[config.mk]
export PLATFORM = sky130hd
export DESIGN_NAME = alu_ctrl_md_flat
export DESIGN_NICKNAME = d
export VERILOG_FILES = /design/src/rtl/alu_ctrl_md_if.sv /design/src/rtl/alu_ctrl_md.sv /design/src/flat_wrapper.sv
export SDC_FILE = /design/constraint.sdc
export NUM_CORES = 1
export LEC_CHECK = 0
export ABC_AREA = 1
export CAP_MARGIN = 20
export CELL_PAD_IN_SITES_DETAIL_PLACEMENT = 1
export CELL_PAD_IN_SITES_GLOBAL_PLACEMENT = 2
export CORE_AREA = 2 2 209 211
export CTS_CLUSTER_SIZE = 10
export DETAILED_ROUTE_END_ITERATION = 12
export DIE_AREA = 0 0 211 213
export GPL_TIMING_DRIVEN = 0
export PLACE_DENSITY = 0.86
export SLEW_MARGIN = 20
export SYNTH_ARGS = -nofsm -noshare
export SYNTH_HDL_FRONTEND = slang
export SYNTH_SLANG_ARGS = --single-unit
[constraint.sdc]
create_clock -name clk -period 3.71 [get_ports clk]
set_clock_uncertainty 0.05 [all_clocks]
set_input_delay 0.742 -clock clk [delete_from_list [all_inputs] [get_ports clk]]
set_output_delay 0.742 -clock clk [all_outputs]
set_load 0.02 [all_outputs]
[src/rtl/alu_ctrl_md_if.sv]
// rtl/alu_ctrl_md_if.sv - decode/multiply bus between the pipeline and alu_ctrl_md
interface alu_ctrl_md_if #(
  parameter int WIDTH = 32
);
  logic             valid;
  logic [1:0]       aluOP;
  logic [5:0]       funct;
  logic [WIDTH-1:0] opA;
  logic [WIDTH-1:0] opB;
  logic [3:0]       aluSel;
  logic             stall;
  logic [WIDTH-1:0] hi;
  logic [WIDTH-1:0] lo;
  logic             mdDone;

  modport master (
    output valid, aluOP, funct, opA, opB,
    input  aluSel, stall, hi, lo, mdDone
  );

  modport slave (
    input  valid, aluOP, funct, opA, opB,
    output aluSel, stall, hi, lo, mdDone
  );
endinterface

[src/rtl/alu_ctrl_md.sv]
// rtl/alu_ctrl_md.sv - ALU control decode plus iterative shift-add mult/multu unit
module alu_ctrl_md #(
  parameter int WIDTH = 32
) (
  input  logic         clk,
  input  logic         rst_n,
  alu_ctrl_md_if.slave bus
);
  localparam int             CW   = (WIDTH > 1) ? $clog2(WIDTH) : 1;
  localparam logic [CW-1:0]  LAST = CW'(WIDTH - 1);
  localparam logic [0:0]     IDLE = 1'b0;
  localparam logic [0:0]     MULT = 1'b1;

  logic [0:0]         state;
  logic [CW-1:0]      cnt;
  logic [WIDTH-1:0]   mcand;
  logic [WIDTH-1:0]   mplier;
  logic [2*WIDTH-1:0] acc;
  logic               sign_q;
  logic [WIDTH-1:0]   hi_q;
  logic [WIDTH-1:0]   lo_q;
  logic               done_q;

  logic               is_mult;
  logic               is_signed;
  logic [WIDTH-1:0]   abs_a;
  logic [WIDTH-1:0]   abs_b;
  logic [WIDTH:0]     sum;
  logic [2*WIDTH-1:0] acc_next;
  logic [2*WIDTH-1:0] prod;
  logic [3:0]         sel;

  assign is_mult   = bus.valid && (bus.aluOP == 2'b10) && (bus.funct[5:1] == 5'b01100);
  assign is_signed = ~bus.funct[0];

  // Negating -2^(WIDTH-1) leaves the same bit pattern, which is the correct unsigned magnitude.
  assign abs_a = (is_signed && bus.opA[WIDTH-1]) ? -bus.opA : bus.opA;
  assign abs_b = (is_signed && bus.opB[WIDTH-1]) ? -bus.opB : bus.opB;

  assign sum      = {1'b0, acc[2*WIDTH-1:WIDTH]} + {1'b0, (mplier[0] ? mcand : {WIDTH{1'b0}})};
  assign acc_next = {sum, acc[WIDTH-1:1]};
  assign prod     = sign_q ? -acc_next : acc_next;

  always_comb begin
    sel = 4'b0000;
    case (bus.aluOP)
      2'b00: sel = 4'b0000;
      2'b01: sel = 4'b0001;
      2'b11: sel = 4'b0011;
      default: begin
        case (bus.funct)
          6'b100000: sel = 4'b0000;
          6'b100010: sel = 4'b0001;
          6'b100100: sel = 4'b0010;
          6'b100101: sel = 4'b0011;
          6'b101010: sel = 4'b0100;
          6'b100111: sel = 4'b0101;
          6'b000000: sel = 4'b0110;
          6'b000010: sel = 4'b0111;
          6'b010000: sel = 4'b1000;
          6'b010010: sel = 4'b1001;
          default:   sel = 4'b0000;
        endcase
      end
    endcase
  end

  always_ff @(posedge clk or negedge rst_n) begin
    if (!rst_n) begin
      state  <= IDLE;
      cnt    <= '0;
      mcand  <= '0;
      mplier <= '0;
      acc    <= '0;
      sign_q <= 1'b0;
      hi_q   <= '0;
      lo_q   <= '0;
      done_q <= 1'b0;
    end else begin
      done_q <= 1'b0;
      if (state == IDLE) begin
        if (is_mult) begin
          mcand  <= abs_a;
          mplier <= abs_b;
          sign_q <= is_signed & (bus.opA[WIDTH-1] ^ bus.opB[WIDTH-1]);
          acc    <= '0;
          cnt    <= '0;
          state  <= MULT;
        end
      end else begin
        acc    <= acc_next;
        mplier <= mplier >> 1;
        cnt    <= cnt + 1'b1;
        if (cnt == LAST) begin
          hi_q   <= prod[2*WIDTH-1:WIDTH];
          lo_q   <= prod[WIDTH-1:0];
          done_q <= 1'b1;
          state  <= IDLE;
        end
      end
    end
  end

  // The retiring cycle drops stall so the pipeline can advance past the mult.
  assign bus.stall  = (state == IDLE) ? is_mult : (cnt != LAST);
  assign bus.aluSel = sel;
  assign bus.hi     = hi_q;
  assign bus.lo     = lo_q;
  assign bus.mdDone = done_q;
endmodule
[src/flat_wrapper.sv]
// flat-port wrapper written by rule: the top's interface ports become plain ports
module alu_ctrl_md_flat 
#(
  parameter int WIDTH = 32
)
  (clk, rst_n, bus_valid, bus_aluOP, bus_funct, bus_opA, bus_opB, bus_aluSel, bus_stall, bus_hi, bus_lo, bus_mdDone);
  alu_ctrl_md_if #(.WIDTH(WIDTH)) bus_i ();
  input  logic clk;
  input  logic rst_n;
  input wire logic [$bits(bus_i.valid)-1:0] bus_valid;
  input wire logic [$bits(bus_i.aluOP)-1:0] bus_aluOP;
  input wire logic [$bits(bus_i.funct)-1:0] bus_funct;
  input wire logic [$bits(bus_i.opA)-1:0] bus_opA;
  input wire logic [$bits(bus_i.opB)-1:0] bus_opB;
  output wire logic [$bits(bus_i.aluSel)-1:0] bus_aluSel;
  output wire logic [$bits(bus_i.stall)-1:0] bus_stall;
  output wire logic [$bits(bus_i.hi)-1:0] bus_hi;
  output wire logic [$bits(bus_i.lo)-1:0] bus_lo;
  output wire logic [$bits(bus_i.mdDone)-1:0] bus_mdDone;
  assign bus_i.valid = bus_valid;
  assign bus_i.aluOP = bus_aluOP;
  assign bus_i.funct = bus_funct;
  assign bus_i.opA = bus_opA;
  assign bus_i.opB = bus_opB;
  assign bus_aluSel = bus_i.aluSel;
  assign bus_stall = bus_i.stall;
  assign bus_hi = bus_i.hi;
  assign bus_lo = bus_i.lo;
  assign bus_mdDone = bus_i.mdDone;
  alu_ctrl_md #(.WIDTH(WIDTH)) u_core (.clk(clk), .rst_n(rst_n), .bus(bus_i));
endmodule
### Word level (Yosys, flattened, before mapping)

Index checks and enable logic that the tools add are counted.

| word-level totals | value |
|---|---|
| bits of input ports | 75 |
| logic and storage cells | 59 |
| output and inout port bits | 70 |
| register bits | 200 |

| operators by class | value |
|---|---|
| bitwise operators | 4 |
| add/subtract/negate cells | 5 |
| reduce and logical (&&, ||, !) cells | 9 |
| equal/unequal tests | 14 |
| multiplexer cells | 18 |

Operators with widths:

| cell | count |
|---|---|
| two-way mux 64 bit | 3 |
| two-way mux 32 bit | 5 |
| negator 32 bit | 2 |
| negator 64 bit | 1 |
| one-hot mux 4 bit (9 select lines) | 1 |
| adder 32 x 32 -> 33 bit | 1 |
| equality test 6 bit, second input constant | 5 |
| equality test 6 x 5 -> 1 bit, second input constant | 2 |
| one-hot mux 4 bit (3 select lines) | 1 |
| two-way mux 5 bit | 2 |
| equality test 6 x 2 -> 1 bit, second input constant | 1 |
| logical NOT 6 bit | 1 |
| two-way mux 1 bit | 6 |
| adder 5 x 1 -> 5 bit, second input constant | 1 |
| equality test 5 x 4 -> 1 bit, second input constant | 1 |
| equality test 5 bit, second input constant | 1 |
| inequality test 5 bit, second input constant | 1 |
| equality test 2 bit, second input constant | 2 |
| logical AND 1 bit | 4 |
| AND reduction 2 bit | 2 |
| equality test 2 x 1 -> 1 bit, second input constant | 1 |
| logical NOT 2 bit | 1 |
| NOT 1 bit | 2 |
| nonzero test 2 bit | 1 |
| 2 further kinds | 2 |

### Depth between registers and ports, before layout

| logic depth | value |
|---|---|
| word-level depth | 5 |
| depth in mapped cells | 25 |
| gate-level depth less buffers | 23 |

### Worst setup path before layout

No wires, ideal clock.

| path | value |
|---|---|
| path kind | register -> register |
| start point | register u_core.mplier[0] |
| end point | register u_core.hi_q[28] (netlist: u_core.bus.hi[28]) |
| path slack | 854 ps |
| setup time | 117 ps |
| required time | 3,543 ps |
| clock period less this slack | 2,856 ps |
| cell stages (with the launch flop) | 21 |
| arrival time | 2,689 ps |
| buffers on the path | 2 |
| path through | dfrtp_1 -> clkbuf_1 -> clkbuf_1 -> nand2_1 -> inv_1 -> ha_1 -> fa_1 -> nand3_1 -> nand3_2 -> nand3_1 -> nand3_1 -> nand2_1 -> nand2_1 -> nand2_1 -> nand2_1 -> nor2_1 -> nand3_1 -> o21ai_2 -> nand3_1 -> nand3_1 -> nand2_1 |

| between the ends | value |
|---|---|
| word-level cells in the longest chain between the ends | 4 |

Ends and longest elaborated chain:

| item | RTL line | RTL |
|---|---|---|
| from (decl) | alu_ctrl_md.sv:17 | `logic [WIDTH-1:0] mplier;` |
| from (signal assigned) | alu_ctrl_md.sv:84 | `mplier <= abs_b;` |
| from (signal assigned) | alu_ctrl_md.sv:92 | `mplier <= mplier >> 1;` |
| two-way mux 32 bit * | alu_ctrl_md.sv:40 | `assign sum = {1'b0, acc[2*WIDTH-1:WIDTH]} + {1'b0, (mplier[0] ? mcand : {WIDTH{1'b0}})};` |
| adder 32 x 32 -> 33 bit * | alu_ctrl_md.sv:40 |  |
| negator 64 bit | alu_ctrl_md.sv:42 | `assign prod = sign_q ? -acc_next : acc_next;` |
| two-way mux 64 bit * | alu_ctrl_md.sv:42 |  |
| to (signal assigned) | alu_ctrl_md.sv:95 | `hi_q <= prod[2*WIDTH-1:WIDTH];` |
| to (decl) | alu_ctrl_md.sv:20 | `logic [WIDTH-1:0] hi_q;` |

Mark *: on every way between the ends. The rest lies on a longest branch, timed or not.
A chain may end at the register's enable or synchronous reset.

### Worst setup path in the final report

| path | value |
|---|---|
| start point | input port bus_funct[2] |
| end point | output port bus_stall |

| between the ends | value |
|---|---|
| word-level cells in the longest chain between the ends | 3 |

Ends and longest elaborated chain:

| item | RTL line | RTL |
|---|---|---|
| from (decl) | flat_wrapper.sv:12 | `input wire logic [$bits(bus_i.funct)-1:0] bus_funct;` |
| equality test 5 x 4 -> 1 bit | alu_ctrl_md.sv:33 | `assign is_mult = bus.valid && (bus.aluOP == 2'b10) && (bus.funct[5:1] == 5'b01100);` |
| logical AND 1 bit | alu_ctrl_md.sv:33 |  |
| two-way mux 1 bit | alu_ctrl_md.sv:105 | `assign bus.stall = (state == IDLE) ? is_mult : (cnt != LAST);` |
| to (decl) | flat_wrapper.sv:16 | `output wire logic [$bits(bus_i.stall)-1:0] bus_stall;` |

Every way passes these cells.

==> insert_results.sql <==
INSERT INTO impl_metrics (metric_group, metric, value, unit) VALUES
('timing', 'setup_viol', '0', ''),
('critical_path', 'critPathLaunchType', 'input pin', ''),
('synthesis', 'syn_nets', '2123', ''),
('placed_design', 'hpwl', '37.8', 'mm'),
('synthesis', 'synthTopCellsByArea', 'sky130_fd_sc_hd__dfrtp_1 37%, sky130_fd_sc_hd__nand2_1 18%, sky130_fd_sc_hd__inv_1 7.7%', ''),
('detailed_routing', 'drtIter0Drc', '655', ''),
('placed_design', 'gp_congestion', '0.866', ''),
('synthesis', 'yosys_warnings', '0', ''),
('timing', 'slew_headroom', '0.475', ''),
('synthesis', 'synth_enable_flop_cells', '0', ''),
('power', 'static-leakage-power', '0.00834', 'µW'),
('clock_network', 'cts-root-buf', 'sky130_fd_sc_hd__clkbuf_16', ''),
('timing', 'timing_hold_violations_final', '0', ''),
('worst_hold_path', 'hold_class', 'in -> async', ''),
('critical_path', 'reg2reg_slack', '240', 'ps'),
('placed_design', 'pre_cts_ws', '-788', 'ps'),
('final_layout', 'post_route_cell_area', '16500', 'µm²'),
('global_route', 'groute.usage.overall', '0.214', ''),
('run', 'timing.max_cap.violations', '0', ''),
('clock_network', 'cts.path.max_buffers', '2', ''),
('placed_design', 'place_area', '15700', 'µm²'),
('clock_network', 'postCtsHoldBufs', '0', ''),
('placed_design', 'port_buffers', '144', ''),
('floorplan', 'die_width', '211', 'µm'),
('power', 'power_per_cell_area', '557', 'nW/µm²'),
('timing', 'period_minus_slack', '3480', 'ps'),
('critical_path', 'worst-r2r-cell-count', '19', ''),
('final_layout', 'drive_gt1_frac', '0.0580', ''),
('critical_path', 'crit_required', '2920', 'ps'),
('detailed_routing', 'routedWlPerCell', '17.0', 'µm'),
('synthesis', 'synth.lib_cells_used.distinct', '46', ''),
('power', 'power.total', '9190', 'µW'),
('critical_path', 'r2r_end', 'u_core.bus.hi[16]$_DFFE_PN0P_', ''),
('timing', 'grt_setup_unrepaired', 'false', ''),
('clock_network', 'tritoncts', 'built', ''),
('global_route', 'grt_max_degree', '82', ''),
('synthesis', 'synth_sequential_area_ratio', '0.367', ''),
('final_layout', 'finalCoreUtilization', '0.386', ''),
('critical_path', 'critical_path.endpoint_type', 'output pin', ''),
('global_route', 'wire_length_of_the_first_global_routing_pass', '75.9', 'mm'),
('clock_network', 'clock_tree.htree_level_count', '4', ''),
('global_route', 'antenna_found_initial', '0', ''),
('clock_network', 'clk_pin_slew_worst_paths', '70', 'ps'),
('detailed_routing', 'drc', '0', ''),
('synthesis', 'synthFlopType', 'sky130_fd_sc_hd__dfrtp_1', ''),
('clock_network', 'cts-buffers-inserted', '17', ''),
('floorplan', 'initial_core_util', '0.318', ''),
('synthesis', 'synth.avg_cell_area', '6.74', 'µm²'),
('synthesis', 'asyncSetResetFlopFracSynth', '1.00', ''),
('synthesis', 'synth_top_area_share', '0.367', ''),
('detailed_routing', 'vias_per_cell', '4.94', ''),
('floorplan', 'floorplan.die_area', '44900', 'µm²'),
('critical_path', 'crit_arrival', '2690', 'ps'),
('clock_network', 'clkSinkCount', '199', ''),
('power', 'worst_vdd_drop', '299', 'µV'),
('timing', 'maxClockFrequency', '0.287', 'GHz'),
('synthesis', 'synth_seq_cells', '199', ''),
('timing', 'maxSlewViolCount', '0', ''),
('critical_path', 'path_class', 'in -> out', ''),
('floorplan', 'ios', '145', ''),
('floorplan', 'floorplan.core_area', '42700', 'µm²'),
('critical_path', 'critical_path.max_fanout', '19', ''),
('critical_path', 'cp-startpoint', 'bus_funct[2]', ''),
('clock_network', 'worstSkewPairLatency', '470', 'ps'),
('timing', 'whs', '136', 'ps'),
('floorplan', 'floorplan.die.height', '213', 'µm'),
('detailed_routing', 'detailroute.via_count', '13500', ''),
('outcome', 'run_status', 'completed', ''),
('final_layout', 'area_growth_syn_to_layout', '21.7', '%'),
('final_layout', 'num_antenna_cells', '0', ''),
('timing', 'finalWorstSetupSlack', '231', 'ps'),
('final_layout', 'finalNetCount', '2292', ''),
('floorplan', 'std_cell_rows', '76', ''),
('synthesis', 'netlist_area', '13600', 'µm²'),
('timing', 'part_of_the_cycle_the_worst_path_needs', '0.938', ''),
('global_route', 'grt_overflow', '0', ''),
('detailed_routing', 'finalWirelength', '46.5', 'mm'),
('detailed_routing', 'drt-pass1-iter-count', '4', ''),
('critical_path', 'rr_startpoint', 'u_core.mplier[0]$_DFFE_PN0P_', ''),
('synthesis', 'netlist_instances', '2010', ''),
('detailed_routing', 'drt.antenna.violating_nets', '0', ''),
('global_route', 'first_global_vias', '14100', ''),
('synthesis', 'yosys.area.top_type', 'sky130_fd_sc_hd__dfrtp_1', ''),
('timing', 'timing_worst_slew_pin_value', '787', 'ps');
## state kept, by name (all words and copies together) (netlist names)
name,flops
u_core.acc,63
u_core.bus.hi,32
u_core.state,1
u_core.mplier,32
u_core.mcand,32
u_core.sign_q,1
u_core.bus.lo,32
u_core.cnt,5
u_core.bus.mdDone,1
## layout make-up
type                            instances  area, µm²
Buffer                                 58        230
Clock buffer                           18        429
Clock inverter                         13        168
Fill cell                            5420      26200
Inverter                              292       1100
Multi-Input combinational cell       1458       7350
Sequential cell                       199       4980
Tap cell                              546        683
Timing Repair Buffer                  153       1550
## worst max path at each step
| stage | to | slack (ps) |
|---|---|---|
| floorplan | u_core.bus.hi[28]$_DFFE_PN0P_ | 850 |
| finish | bus_stall | 230 |
| detailed placement | bus_stall | -790 |
| global placement | u_core.mplier[21]$_DFFE_PN0P_ | -6850 |
| global route | u_core.bus.hi[30]$_DFFE_PN0P_ | 3 |
| CTS | u_core.bus.hi[25]$_DFFE_PN0P_ | 20 |
## routing by layer
metal / global-route usage / wire, µm / vias up
li1: - / - / 6711
met1: 0.293 / 22700 / 6600
met2: 0.367 / 22300 / 184
met3: 0.0203 / 1010 / 28
met4: 0.0442 / 447 / 0
met5: 0 / 0 / -
## power breakdown
part	total, µW	internal, µW	switching [µW]
Clock	1960	1010	944
Sequential	3090	2680	413
Combinational	4140	1390	2750
Total	9190	5080	4110
## what timing repair did
action	CTS	global route
cloned	0	0
setup buffers	3	4
resized for setup	13	28
setup endpoints to repair	25	21
pin swaps	0	3
## synthesized netlist by cell type, types with 2 or more instances
cell type / number
sky130_fd_sc_hd__a22o_1: 2
sky130_fd_sc_hd__nand3_1: 107
sky130_fd_sc_hd__nor4_1: 8
sky130_fd_sc_hd__nor3_2: 4
sky130_fd_sc_hd__buf_1: 7
sky130_fd_sc_hd__buf_2: 2
sky130_fd_sc_hd__o21ai_0: 141
sky130_fd_sc_hd__clkbuf_1: 52
sky130_fd_sc_hd__clkinv_1: 5
sky130_fd_sc_hd__or2_2: 3
sky130_fd_sc_hd__o211ai_1: 21
sky130_fd_sc_hd__nor2_1: 177
sky130_fd_sc_hd__o22ai_1: 33
sky130_fd_sc_hd__nor2_2: 16
sky130_fd_sc_hd__nand2_2: 15
sky130_fd_sc_hd__o311ai_0: 4
sky130_fd_sc_hd__inv_1: 279
sky130_fd_sc_hd__a21oi_1: 36
sky130_fd_sc_hd__o21ai_2: 3
sky130_fd_sc_hd__dfrtp_1: 199
sky130_fd_sc_hd__and2_1: 2
sky130_fd_sc_hd__a21boi_0: 2
sky130_fd_sc_hd__o21bai_1: 2
sky130_fd_sc_hd__nor2_4: 2
sky130_fd_sc_hd__xnor2_1: 16
sky130_fd_sc_hd__a31oi_1: 5
sky130_fd_sc_hd__o221ai_1: 4
sky130_fd_sc_hd__nand3b_1: 7
sky130_fd_sc_hd__ha_1: 37
sky130_fd_sc_hd__o31ai_1: 5
sky130_fd_sc_hd__a21o_1: 2
sky130_fd_sc_hd__nand4_1: 25
sky130_fd_sc_hd__inv_2: 8
sky130_fd_sc_hd__nand2_1: 667
sky130_fd_sc_hd__o21ai_1: 3
sky130_fd_sc_hd__xor2_1: 77
sky130_fd_sc_hd__nor3_1: 20
sky130_fd_sc_hd__nand3_2: 4
## cell families after synthesis
kind of cell	Yosys count	synth area share
buffers and inverters	353	0.0979
AO/OA/AOI/OAI	266	0.112
adder cells (fa/ha/maj)	38	0.0356
flip-flops	199	0.367
XOR/XNOR	94	0.0613
AND/OR/NAND/NOR	1060	0.326
## cell usage in the layout, fill, tap and decap left out, drive strengths merged, types with 2 or more instances in the layout
cell type,count
bufinv,2
a21boi,2
nand4,26
o211ai,21
nor4,8
a21o,2
nand3b,7
o22ai,33
dfrtp,199
clkbuf,68
ha,37
and2,2
buf,18
or2,4
clkinv,9
xor2,77
a22o,2
o221ai,4
inv,291
nand2,682
nor2,195
o21bai,2
clkdlybuf4s50,142
o21ai,147
nor3,24
o311ai,4
nand3,111
a21oi,36
clkinvlp,3
o31ai,5
a31oi,5
xnor2,17
## per-stage QoR
step                instances   TNS, ps
floorplan                2010         0
global placement         2700  -1359940
detailed placement       2702     -6920
CTS                      2733         0
global route             2737         0
finish                   2737         0
## critical path, cell delays in order
cell,delay (ps)
sky130_fd_sc_hd__clkdlybuf4s50_1,490
sky130_fd_sc_hd__nor4_1,320
sky130_fd_sc_hd__nand3_1,160
sky130_fd_sc_hd__inv_1,80
sky130_fd_sc_hd__nor2_1,60
sky130_fd_sc_hd__clkbuf_4,300
sky130_fd_sc_hd__nor2_1,160
sky130_fd_sc_hd__dlygate4sd2_1,380
No activity file was read; power rests on OpenSTA's default activity.
